**src/rtl/rom_load_pkg.sv**
```systemverilog
// Shared types and helpers for the HPS ROM download controller.
package rom_load_pkg;

    typedef enum logic [2:0] {
        ST_IDLE,
        ST_LOAD,
        ST_WRITE,
        ST_SETTLE,
        ST_RUN
    } state_t;

    localparam int unsigned REGION_COUNT = 2;

    // One-hot region select; all-zero means "no region", so nothing is written.
    typedef logic [REGION_COUNT-1:0] region_t;

    localparam region_t REGION_NONE = '0;
    localparam region_t REGION_0    = 2'b01;
    localparam region_t REGION_1    = 2'b10;

    typedef struct packed {
        region_t     region;
        logic [15:0] local_addr;
    } decode_t;

    // Maps a full 25-bit download address onto a region and region-local
    // address. The compare uses every address bit so aliases above 64K are
    // rejected rather than folded back into a region.
    function automatic decode_t region_decode(
        input logic [24:0] addr,
        input logic [15:0] r0_bytes,
        input logic [15:0] r1_bytes
    );
        decode_t     d;
        logic [24:0] r0_end;
        logic [24:0] r1_end;
        r0_end       = {9'd0, r0_bytes};
        r1_end       = r0_end + {9'd0, r1_bytes};
        d.region     = REGION_NONE;
        d.local_addr = addr[15:0];
        if (addr < r0_end) begin
            d.region = REGION_0;
        end else begin
            d.local_addr = addr[15:0] - r0_bytes;
            if (addr < r1_end) begin
                d.region = REGION_1;
            end
        end
        return d;
    endfunction

endpackage

```
**src/rtl/rom_load_ctrl_pulse_stretch.sv**
```systemverilog
// Counter-based pulse stretcher: a one-cycle start yields a registered pulse
// exactly STRETCH cycles long. Also usable for coin-pulse stretching.
module pulse_stretch #(
    parameter int unsigned STRETCH = 4
) (
    input  logic i_clk,
    input  logic i_reset,
    input  logic i_start,
    output logic o_active,
    output logic o_last
);

    localparam logic [3:0] LP_LOAD = 4'(STRETCH - 1);

    logic [3:0] r_cnt;
    logic       r_active;

    // Load the counter on start, count down while active, drop after zero.
    always_ff @(posedge i_clk) begin
        if (i_reset) begin
            r_active <= 1'b0;
            r_cnt    <= '0;
        end else if (i_start) begin
            r_active <= 1'b1;
            r_cnt    <= LP_LOAD;
        end else if (r_active) begin
            if (r_cnt == '0) begin
                r_active <= 1'b0;
            end else begin
                r_cnt <= r_cnt - 4'd1;
            end
        end
    end

    assign o_active = r_active;
    assign o_last   = r_active && (r_cnt == '0);

endmodule

```
**src/rtl/rom_load_ctrl.sv**
```systemverilog
// Sequences the HPS ioctl ROM download into the core ROM write port,
// validates the byte stream and owns the core reset.
module rom_load_ctrl
    import rom_load_pkg::*;
#(
    parameter logic [15:0] REGION0_BYTES = 16'h3800,
    parameter logic [15:0] REGION1_BYTES = 16'h1000,
    parameter int unsigned WR_STRETCH    = 4,
    parameter int unsigned SETTLE_CYCLES = 64
) (
    input  logic        clk_sys,
    input  logic        reset,
    input  logic        rst_req,
    input  logic        ioctl_download,
    input  logic        ioctl_wr,
    input  logic [24:0] ioctl_addr,
    input  logic [7:0]  ioctl_dout,
    output logic        ioctl_wait,
    output logic [15:0] dn_addr,
    output logic [7:0]  dn_data,
    output logic        dn_wr,
    output logic [1:0]  region_sel,
    output logic        core_reset,
    output logic        load_ok,
    output logic        load_err
);

    localparam logic [16:0] LP_TOTAL       = {1'b0, REGION0_BYTES} + {1'b0, REGION1_BYTES};
    localparam logic [7:0]  LP_SETTLE_LAST = 8'(SETTLE_CYCLES - 1);

    state_t      r_state;
    state_t      w_next;
    logic [16:0] r_cnt;
    logic        r_err;
    logic        r_load_ok;
    logic        r_load_err;
    logic [15:0] r_dn_addr;
    logic [7:0]  r_dn_data;
    region_t     r_region_sel;
    logic        r_core_reset;
    logic        r_dl_prev;
    logic [7:0]  r_settle;

    logic        w_dl_rise;
    logic        w_enter_load;
    logic        w_accept;
    logic        w_settle_done;
    logic        w_good;
    logic        w_mismatch;
    logic        w_proto_err;
    logic        w_stretch_active;
    logic        w_stretch_last;
    decode_t     w_dec;

    assign w_dl_rise     = ioctl_download && !r_dl_prev;
    assign w_mismatch    = (ioctl_addr != {8'd0, r_cnt});
    assign w_dec         = region_decode(ioctl_addr, REGION0_BYTES, REGION1_BYTES);
    assign w_settle_done = (r_state == ST_SETTLE) && (r_settle == LP_SETTLE_LAST);
    assign w_good        = !r_err && (r_cnt == LP_TOTAL);
    assign w_proto_err   = (r_state == ST_WRITE) && ioctl_wr;

    pulse_stretch #(
        .STRETCH(WR_STRETCH)
    ) u_wr_stretch (
        .i_clk    (clk_sys),
        .i_reset  (reset),
        .i_start  (w_accept),
        .o_active (w_stretch_active),
        .o_last   (w_stretch_last)
    );

    // State register.
    always_ff @(posedge clk_sys) begin
        if (reset) begin
            r_state <= ST_IDLE;
        end else begin
            r_state <= w_next;
        end
    end

    // Next-state decode and strobe acceptance.
    always_comb begin
        w_next       = r_state;
        w_accept     = 1'b0;
        w_enter_load = 1'b0;
        case (r_state)
            ST_IDLE, ST_RUN: begin
                if (w_dl_rise) begin
                    w_next       = ST_LOAD;
                    w_enter_load = 1'b1;
                end
            end
            ST_LOAD: begin
                if (ioctl_wr) begin
                    w_accept = 1'b1;
                    w_next   = ST_WRITE;
                end else if (!ioctl_download) begin
                    w_next = ST_SETTLE;
                end
            end
            ST_WRITE: begin
                if (w_stretch_last) begin
                    w_next = ioctl_download ? ST_LOAD : ST_SETTLE;
                end
            end
            ST_SETTLE: begin
                if (w_settle_done) begin
                    w_next = w_good ? ST_RUN : ST_IDLE;
                end
            end
            default: w_next = ST_IDLE;
        endcase
    end

    // Datapath: latched write outputs, byte counter, error and result flags, core reset.
    always_ff @(posedge clk_sys) begin
        if (reset) begin
            r_cnt        <= '0;
            r_err        <= 1'b0;
            r_load_ok    <= 1'b0;
            r_load_err   <= 1'b0;
            r_dn_addr    <= '0;
            r_dn_data    <= '0;
            r_region_sel <= REGION_NONE;
            r_core_reset <= 1'b1;
            r_dl_prev    <= 1'b0;
            r_settle     <= '0;
        end else begin
            r_dl_prev <= ioctl_download;
            r_settle  <= (r_state == ST_SETTLE) ? r_settle + 8'd1 : 8'd0;
            if (w_enter_load) begin
                r_cnt      <= '0;
                r_err      <= 1'b0;
                r_load_ok  <= 1'b0;
                r_load_err <= 1'b0;
            end
            if (w_accept) begin
                r_dn_addr    <= w_dec.local_addr;
                r_dn_data    <= ioctl_dout;
                r_region_sel <= w_mismatch ? REGION_NONE : w_dec.region;
                if (r_cnt != 17'h1FFFF) begin
                    r_cnt <= r_cnt + 17'd1;
                end
                if (w_mismatch || (w_dec.region == REGION_NONE)) begin
                    r_err <= 1'b1;
                end
            end
            if (w_proto_err) begin
                r_err <= 1'b1;
            end
            if (w_settle_done) begin
                if (w_good) begin
                    r_load_ok <= 1'b1;
                end else begin
                    r_load_err <= 1'b1;
                end
            end
            // Keyed off the next state so the first RUN cycle already follows rst_req.
            r_core_reset <= (w_next == ST_RUN) ? rst_req : 1'b1;
        end
    end

    assign ioctl_wait = w_stretch_active;
    assign dn_wr      = w_stretch_active;
    assign dn_addr    = r_dn_addr;
    assign dn_data    = r_dn_data;
    assign region_sel = r_region_sel;
    assign core_reset = r_core_reset;
    assign load_ok    = r_load_ok;
    assign load_err   = r_load_err;

endmodule

```
**config.mk**
```make
export PLATFORM = sky130hd
export DESIGN_NAME = rom_load_ctrl
export DESIGN_NICKNAME = d
export VERILOG_FILES = /design/src/rtl/rom_load_pkg.sv /design/src/rtl/rom_load_ctrl_pulse_stretch.sv /design/src/rtl/rom_load_ctrl.sv
export SDC_FILE = /design/constraint.sdc
export NUM_CORES = 1
export LEC_CHECK = 0
export ABC_AREA = 1
export BUFFER_PORTS_ARGS = -buffer_cell sky130_fd_sc_hd__buf_2
export CAP_MARGIN = 20
export CORE_ASPECT_RATIO = 1.4
export CORE_MARGIN = 3
export CORE_UTILIZATION = 56
export CTS_BUF_LIST = sky130_fd_sc_hd__clkbuf_8
export CTS_CLUSTER_SIZE = 12
export DETAILED_ROUTE_END_ITERATION = 16
export PLACE_DENSITY_LB_ADDON = 0.05
export REMOVE_ABC_BUFFERS = 1
export SLEW_MARGIN = 25
export SYNTH_ARGS = -nofsm -noshare
export SYNTH_HDL_FRONTEND = slang
export SYNTH_SLANG_ARGS = --single-unit
export TNS_END_PERCENT = 5
```
**constraint.sdc**
```tcl
create_clock -name clk_sys -period 2 [get_ports clk_sys]
set_clock_uncertainty 0.05 [all_clocks]
set_input_delay 0.1 -clock clk_sys [delete_from_list [all_inputs] [get_ports clk_sys]]
set_output_delay 0.1 -clock clk_sys [all_outputs]
set_load 0.1 [all_outputs]
```
Yosys cells after proc, flatten, opt, wreduce, memory -nomap -nowiden
Cells that the tools add are included.
Widths: inputs -> output; s select.

word-level totals
  memories kept = 0
  memory bits (read-only) = 0
  input port bits = 38
  output and inout bits = 31
  memory bits (writable) = 0
  bits in registers = 64
  bits in latches = 0

cells by class
  bitwise operators = 3
  reductions and logical operators = 18
  muxes and demuxes = 35
  multiply operators = 0
  add/sub/neg operators = 4
  equal/unequal tests = 10
  div/mod/pow operators = 0
  magnitude comparators = 2
  shifts and indexed selects = 0

operators with widths
  kind                    count
  $mux 17                 3
  $lt 25x14->1 const B    1
  $lt 25x15->1 const B    1
  $ne 25x17->1            1
  $mux 3                  6
  $add 17x1->17 const B   1
  $eq 17x15->1 const B    1
  $mux 1                  17
  $ne 17x17->1 const B    1
  $mux 16                 1
  $sub 16x14->16 const B  1
  $mux 2                  7
  $pmux 3 s4              1
  $add 8x1->8 const B     1
  $eq 8x6->1 const B      1
  $reduce_or 2->1         4
  $eq 3x2->1 const B      2
  $eq 3x3->1 const B      2
  $logic_and 1x1->1       5
  $logic_not 4->1         1
  $reduce_and 2->1        2
  $sub 4x1->4 const B     1
  $eq 3x1->1 const B      1
  $logic_not 3->1         1
  6 further kinds         9

Depth between registers and ports, before layout
Gate-level depths: netlist of run 1.

  word-level depth = 8
  depth in mapped cells = 14
  gate-level depth less buffers = 14

Hierarchy
From an unflattened synthesis of run 1, not the netlist that was laid out.

unflattened totals
  cell total of the unflattened synthesis = 520
  area, all modules = 3429.5 um^2

by module, submodules not included
  module         area each (um^2)  instances  seq. area each (um^2)  cells an instance
  rom_load_ctrl  3169.3            1          1181.1                 481
  pulse_stretch  260.2             1          100.1                  39

Worst setup path after synthesis of run 1
OpenSTA, ideal clock, no wires.

  kind = reg-to-reg
  from = register u_wr_stretch.r_active, in the netlist u_wr_stretch.o_active
  to = register u_wr_stretch.r_cnt[3]
  clock period less this slack = 1.847 ns
  required time = 1.870 ns
  cell stages (with the launch flop) = 6
  path slack = 0.153 ns
  arrival = 1.717 ns
  buffers on the path = 0
  cell sequence = dfxtp_1 -> o21ai_0 -> inv_1 -> nand2_1 -> o21ai_0 -> nor3b_1

on the way
  longest elaborated chain between the ends = 1

ends and longest elaborated chain
  element                     RTL line                           RTL
  from (decl)                 rom_load_ctrl_pulse_stretch.sv:16  logic r_active;
  from (signal assigned)      rom_load_ctrl_pulse_stretch.sv:21  r_active <= 1'b0;
  from (signal assigned)      rom_load_ctrl_pulse_stretch.sv:24  r_active <= 1'b1;
  from (signal assigned)      rom_load_ctrl_pulse_stretch.sv:28  r_active <= 1'b0;
  $reduce_and 2->1 (no line)  -
  to (signal assigned)        rom_load_ctrl_pulse_stretch.sv:30  r_cnt <= r_cnt - 4'd1;
  to (decl)                   rom_load_ctrl_pulse_stretch.sv:15  logic [3:0] r_cnt;

No other way between the ends.
A chain may end at the register's enable or synchronous reset.

Worst setup path after layout of run 1
  from = register r_cnt[0]
  to = register r_cnt[10]

on the way
  longest elaborated chain between the ends = 3
  elaborated cells on any way between the ends = 4
  those cells by class = add/sub (1); eq/ne (1); mux (2)

ends and longest elaborated chain
  element                                        RTL line                                    RTL
  from (decl)                                    rom_load_ctrl.sv:33                         logic [16:0] r_cnt;
  from (signal assigned)                         rom_load_ctrl.sv:142                        r_cnt <= r_cnt + 17'd1;
  $add 17x1->17 or $ne 17x17->1 (tied branches)  rom_load_ctrl.sv:142, rom_load_ctrl.sv:141
  $mux 17 (*)                                    rom_load_ctrl.sv:141                        if (r_cnt != 17'h1FFFF) begin
  $mux 17 (*)                                    rom_load_ctrl.sv:137                        if (w_accept) begin

Mark *: on every way between the ends. The rest lies on a longest branch, timed or not.

==> impl_metrics.env, run 1 <==
export IMPL_period_needed_ns=1.94
export IMPL_cp_startpoint="r_cnt[0]"
export IMPL_diodes=0
export IMPL_grtUsageTotal=0.252
export IMPL_row_count=31
export IMPL_syn_to_final_growth_pct=29.6
export IMPL_drt_wirelength_per_cell_um=13.3
export IMPL_drc_errors=0
export IMPL_ant_nets=0
export IMPL_post_dp_hpwl_um=5910
export IMPL_synth_seq_cells=64
export IMPL_dieWidth_um=69.6
export IMPL_ys_types=31
export IMPL_grt_use_met2=0.462
export IMPL_clk_insertion_delay_late_ns=0.34
export IMPL_yosysSeqAreaShare=0.405
export IMPL_use_met1=0.283
export IMPL_via_per_inst=5.22
export IMPL_numClockSinks=64
export IMPL_core_um2=5310
export IMPL_maxCapViolCount=0
export IMPL_crit_path_end="r_cnt[10]"
export IMPL_cts_tree="done"
export IMPL_yosys_warnings=0
export IMPL_status="finished clean"
export IMPL_crit_fanout=7
export IMPL_rr_endpoint="r_cnt[10]"
export IMPL_reg2regPathDepth=13
export IMPL_htree_levels=3
export IMPL_gp_congestion=0.876
export IMPL_crit_path_end_kind="flop"
export IMPL_clk_pin_slew_worst_paths_ns=0.07
export IMPL_crit_arrival_ns=2.12
export IMPL_tns_ns=0
export IMPL_final_area_um2=4100
export IMPL_vias=3285
export IMPL_grt_max_degree=27
export IMPL_drtPass1Iterations=5
export IMPL_grt_pass1_vias=3007
export IMPL_io_pins=69
export IMPL_hold_violations=0
export IMPL_tightest_slew_ns=0.609
export IMPL_grt_first_pass_wirelength_um=13200
export IMPL_floorplan_initialDensity=0.596
export IMPL_drt_iter0_drc=191
export IMPL_die_h_um=95.0
export IMPL_die_area_um2=6610
export IMPL_dpl_worst_slack_ns=0.0133
export IMPL_synth_area_um2=3170
export IMPL_max_clock_path_buffers=2
export IMPL_hold_class="input port to flop"
export IMPL_period_share=0.969
export IMPL_slew_headroom=0.593
export IMPL_r2r_slack_ns=0.06
export IMPL_met3_usage=0.0511
export IMPL_r2r_start="r_cnt[0]"
export IMPL_io_buffers=68
export IMPL_grt_busiest_layer="met2"
export IMPL_antenna_found_initial=0
export IMPL_path_class="flop to flop"
export IMPL_netlist_instances=451
export IMPL_numCtsBuffers=9
export IMPL_finalPower_w=0.00291
export IMPL_avgSynthCellArea_um2=7.02
export IMPL_clockRootBuffer="clkbuf_8"
export IMPL_powerDensity_nw_per_um2=710
export IMPL_mostFrequentLayoutCell="nand2_1"
export IMPL_slew_viol_final=0
export IMPL_clock_fmax_ghz=0.516
export IMPL_setup_ws_ns=0.0618
export IMPL_wl_um=8340
export IMPL_worstSetupStartpointType="flop"
export IMPL_required_ns=2.19
export IMPL_final_cell_mix="nand2_1, buf_2, dfxtp_1, inv_1, nor2_1"
export IMPL_p_leak_nw=1.89
export IMPL_vdd_ir_drop_max_uv=565
export IMPL_setup_violations=0
export IMPL_placed_area_um2=3630
export IMPL_grt_overflow_total=0
export IMPL_layout_drive_gt1_share=0.217
export IMPL_layout_nets=604
## worst min-delay path by stage
| stage | from | end | depth (start not counted) |
|---|---|---|---|
| finish | ioctl_addr[9] | dn_addr[9] | 3 |
| detailed placement | rst_req | core_reset | 3 |
| floorplan | reset | load_err | 1 |
| global placement | rst_req | core_reset | 3 |
| global route | ioctl_addr[0] | dn_addr[0] | 3 |
| CTS | ioctl_addr[0] | dn_addr[0] | 3 |
## kinds of logic (layout without fill, tap and decap cells)
group	after synthesis	count (layout)	synth area share
AND/OR/NAND/NOR	223	224	0.302
AO/OA/AOI/OAI	80	80	0.151
buffers and inverters	69	180	0.0913
flip-flops	64	64	0.405
adder cells (fa/ha/maj)	8	8	0.0316
XOR/XNOR	7	7	0.0194
## metal layers
layer  vias to the layer above  wire (µm)
met5                         -          0
met4                         0        185
met3                        20        453
met2                       110       4310
met1                      1473       3390
li1                       1682          -
## critical path: stages, from the launching register on
cell and delay [ns]:
dfxtp_2 0.38, ha_4 0.15, nand2_2 0.07, nor2_4 0.11
nand2_1 0.08, inv_1 0.06, nand3_1 0.09, nor2_1 0.14
ha_2 0.20, inv_2 0.06, nand2_4 0.10, buf_6 0.13
a21oi_1 0.07, o211a_1 0.14
## power breakdown
part	total (W)	internal, W	switching [W]
logic	0.000489	0.000146	0.000343
clock network	0.00109	0.000630	0.000465
registers	0.00133	0.00131	0.0000203
## cell usage after synthesis (all sizes together)
cell type	count	area, µm²
nand2	113	439
dfxtp	64	1280
nor2	61	241
inv	58	218
o21ai	32	160
nand3	27	140
a21oi	26	134
a22o	15	131
buf	10	66.3
nand4	10	62.6
ha	8	100
nor3	8	45.0
xor2	4	35.0
nor3b	3	22.5
xnor2	3	26.3
a211oi	2	15.0
a31oi	2	12.5
clkinv	1	5.00
o211a	1	10.0
o211ai	1	7.51
o31ai	1	7.51
or2	1	6.26
## layout make-up
class / count / area [µm²]
Clock buffer: 11 / 151
Sequential cell: 64 / 1280
Timing Repair Buffer: 105 / 667
Inverter: 59 / 223
Clock inverter: 5 / 47.5
Multi-Input combinational cell: 319 / 1650
Tap cell: 66 / 82.6
Fill cell: 412 / 1210
## what timing repair did
item / 4_1_cts / 5_1_grt
gates resized for setup: 1 / 15
hold buffers: 18 / 0
buffers inserted: 1 / 5
gates cloned: 0 / 1
pin swaps: 0 / 1
endpoints found under the hold margin: 18 / 0
setup endpoints to repair: 3 / 17
## per-stage QoR
stage,util,hold WS (ns),cells
after floorplan,-,0.119,441
after global placement,0.681,0.230,588
after detailed placement,0.682,0.239,588
after CTS,0.756,0.00814,623
after global routing,0.772,0.0305,629
final,0.772,0.0174,629
## state kept, by name (all words and copies together) (netlist names)
| register | cells |
|---|---|
| u_wr_stretch.o_active | 1 |
| load_err | 1 |
| r_cnt | 17 |
| r_dl_prev | 1 |
| core_reset | 1 |
| r_state | 3 |
| r_settle | 8 |
| region_sel | 2 |
| dn_data | 8 |
| load_ok | 1 |
| u_wr_stretch.r_cnt | 4 |
| r_err | 1 |
| dn_addr | 16 |
Note: power is estimated with default switching activity, not from simulation.
==> run 2: changes to the inputs <==
PLACE_DENSITY = 0.88   (was not set)
PLACE_DENSITY_LB_ADDON = not set   (was 0.05)
SLEW_MARGIN = not set   (was 25)
==> run 2 against run 1 <==
  * Worst setup slack gained 0.060 ns
  * Sequential cell count did not move
  * Via count is 3.5% higher
  * Sequential power about the same
  * Hold slack worse by 0.0071 ns
  * Cell count is 0.32% lower
  * Sequential share of layout area is 0.21 points lower
==> impl_metrics.env, run 2 (synthesis results as in run 1) <==
export IMPL_cp_startpoint="r_cnt[0]"
export IMPL_vdd_ir_drop_max_uv=584
export IMPL_rr_endpoint="r_cnt[13]"
export IMPL_diodes=0
export IMPL_slew_viol_final=0
export IMPL_ant_nets=0
export IMPL_switching_share=0.279
export IMPL_path_cells="ha_2, nand2_1, nor2_2, nand2_1, inv_1, nand3_2, nor2_2, ha_2, inv_2, nand2_4, buf_4, a21oi_1, o21ai_0, nor2_1"
export IMPL_antenna_found_initial=0
export IMPL_worstSetupStartpointType="flop"
export IMPL_grt_first_pass_wirelength_um=13500
export IMPL_die_h_um=95.0
export IMPL_use_met1=0.249
export IMPL_grt_busiest_layer="met2"
export IMPL_drc_errors=0
export IMPL_required_ns=2.20
export IMPL_setup_ws_ns=0.122
export IMPL_crit_fanout=8
export IMPL_drt_wirelength_per_cell_um=13.5
export IMPL_placed_area_um2=3600
export IMPL_largest_reg_flops=17
export IMPL_dieWidth_um=69.6
export IMPL_status="finished clean"
export IMPL_holdWs_ns=0.0103
export IMPL_crit_slowest_cell="dfxtp_2"
export IMPL_period_needed_ns=1.88
export IMPL_io_buffers=68
export IMPL_tightest_slew_ns=0.620
export IMPL_maxCapViolCount=0
export IMPL_cts_tree="done"
export IMPL_r2r_slack_ns=0.12
export IMPL_powerDensity_nw_per_um2=775
export IMPL_setup_violations=0
export IMPL_dpl_worst_slack_ns=0.0211
export IMPL_pwr_share_comb=0.152
export IMPL_crit_path_end_kind="flop"
export IMPL_grt_overflow_total=0
export IMPL_drtPass1Iterations=6
export IMPL_path_class="flop to flop"
export IMPL_mostFrequentLayoutCell="nand2_1"
export IMPL_crit_path_end="r_cnt[13]"
export IMPL_vias=3399
export IMPL_clockRootBuffer="clkbuf_8"
export IMPL_p_int_w=0.00232
export IMPL_final_area_um2=4140
export IMPL_grt_use_met2=0.483
export IMPL_layout_drive_gt1_share=0.221
export IMPL_grt_max_degree=27
export IMPL_period_share=0.939
export IMPL_htree_levels=3
export IMPL_slew_headroom=0.586
export IMPL_largest_register="r_cnt"
export IMPL_layout_nets=602
export IMPL_row_count=31
export IMPL_numClockSinks=64
export IMPL_clk_pin_slew_worst_paths_ns=0.08
export IMPL_power_switching_w=0.000895
export IMPL_fin_util=0.780
export IMPL_seqPwrFrac=0.413
export IMPL_gp_congestion=0.954
export IMPL_post_dp_hpwl_um=5840
export IMPL_tns_ns=0
export IMPL_drt_iter0_drc=260
export IMPL_p_clk_frac=0.435
export IMPL_p_leak_nw=1.87
export IMPL_max_clock_path_buffers=2
export IMPL_clock_fmax_ghz=0.532
export IMPL_core_um2=5310
export IMPL_floorplan_initialDensity=0.596
export IMPL_numCtsBuffers=9
export IMPL_die_area_um2=6610
export IMPL_clk_insertion_delay_late_ns=0.35
export IMPL_met3_usage=0.0522
export IMPL_grt_pass1_vias=3323
export IMPL_final_cell_mix="nand2_1, buf_2, dfxtp_1, inv_1, nor2_1"
export IMPL_crit_arrival_ns=2.08
export IMPL_wl_um=8470
export IMPL_reg2regPathDepth=14
export IMPL_max_stage_delay_ns=0.33
export IMPL_syn_to_final_growth_pct=30.8
export IMPL_io_pins=69
export IMPL_r2r_start="r_cnt[0]"
export IMPL_via_per_inst=5.42
export IMPL_hold_class="input port to flop"
export IMPL_grtUsageTotal=0.254
export IMPL_hold_violations=0
## run 2: cell type report
cell class                 count  area [µm²]
clock buffer                  10         138
fill                         382        1170
sequential                    64        1290
inverter                      59         223
multi-input combinational    319        1640
clock inverter                 6         114
tap                           66        82.6
timing repair buffer         103         657
## run 2: timing repair
item                                    4_1_cts  5_1_grt
endpoints found under the hold margin        20        0
endpoints found under the setup margin        0       18
buffers inserted                              0        5
hold buffers                                 20        0
gates resized for setup                       0       18
## run 2: worst min-delay path by stage
| stage | start | end | slack, ns | cells after the start |
|---|---|---|---|---|
| 2_1_floorplan | reset | load_err | 0.12 | 1 |
| 3_3_place_gp | rst_req | core_reset | 0.23 | 3 |
| 3_5_place_dp | rst_req | core_reset | 0.24 | 3 |
| 4_1_cts | ioctl_addr[7] | dn_addr[7] | 0.0002 | 3 |
| 5_1_grt | ioctl_addr[12] | dn_addr[12] | 0.03 | 3 |
| 6_report | ioctl_addr[7] | dn_addr[7] | 0.01 | 3 |
## run 2: per-layer routing
metal	vias to the layer above	routed length, µm
met5	-	0
met4	0	336
met3	36	558
met2	150	4430
met1	1538	3150
li1	1675	-
## run 2: power groups by stage
stage	sequential [W]	clock, W	combinational, W
CTS	0.00133	0.00141	0.000475
floorplan	0.00152	0	0.000153
detailed placement	0.00136	0	0.000442
global route	0.00133	0.00146	0.000521
global placement	0.00135	0	0.000432
finish	0.00133	0.00140	0.000488
## run 2: worst max-delay path: cells and delay by family (launching register included)
kind / cells / cell delay, ns
AO/OA/AOI/OAI: 2 / 0.12
buffers and inverters: 3 / 0.26
flip-flops: 1 / 0.33
AND/OR/NAND/NOR: 7 / 0.66
adder cells (fa/ha/maj): 2 / 0.35
## run 2: per-stage QoR
stage / total power, W / cells
3_3_place_gp: 0.00179 / 585
3_5_place_dp: 0.00180 / 585
4_1_cts: 0.00321 / 621
6_report: 0.00321 / 627
2_1_floorplan: 0.00167 / 441
5_1_grt: 0.00332 / 627
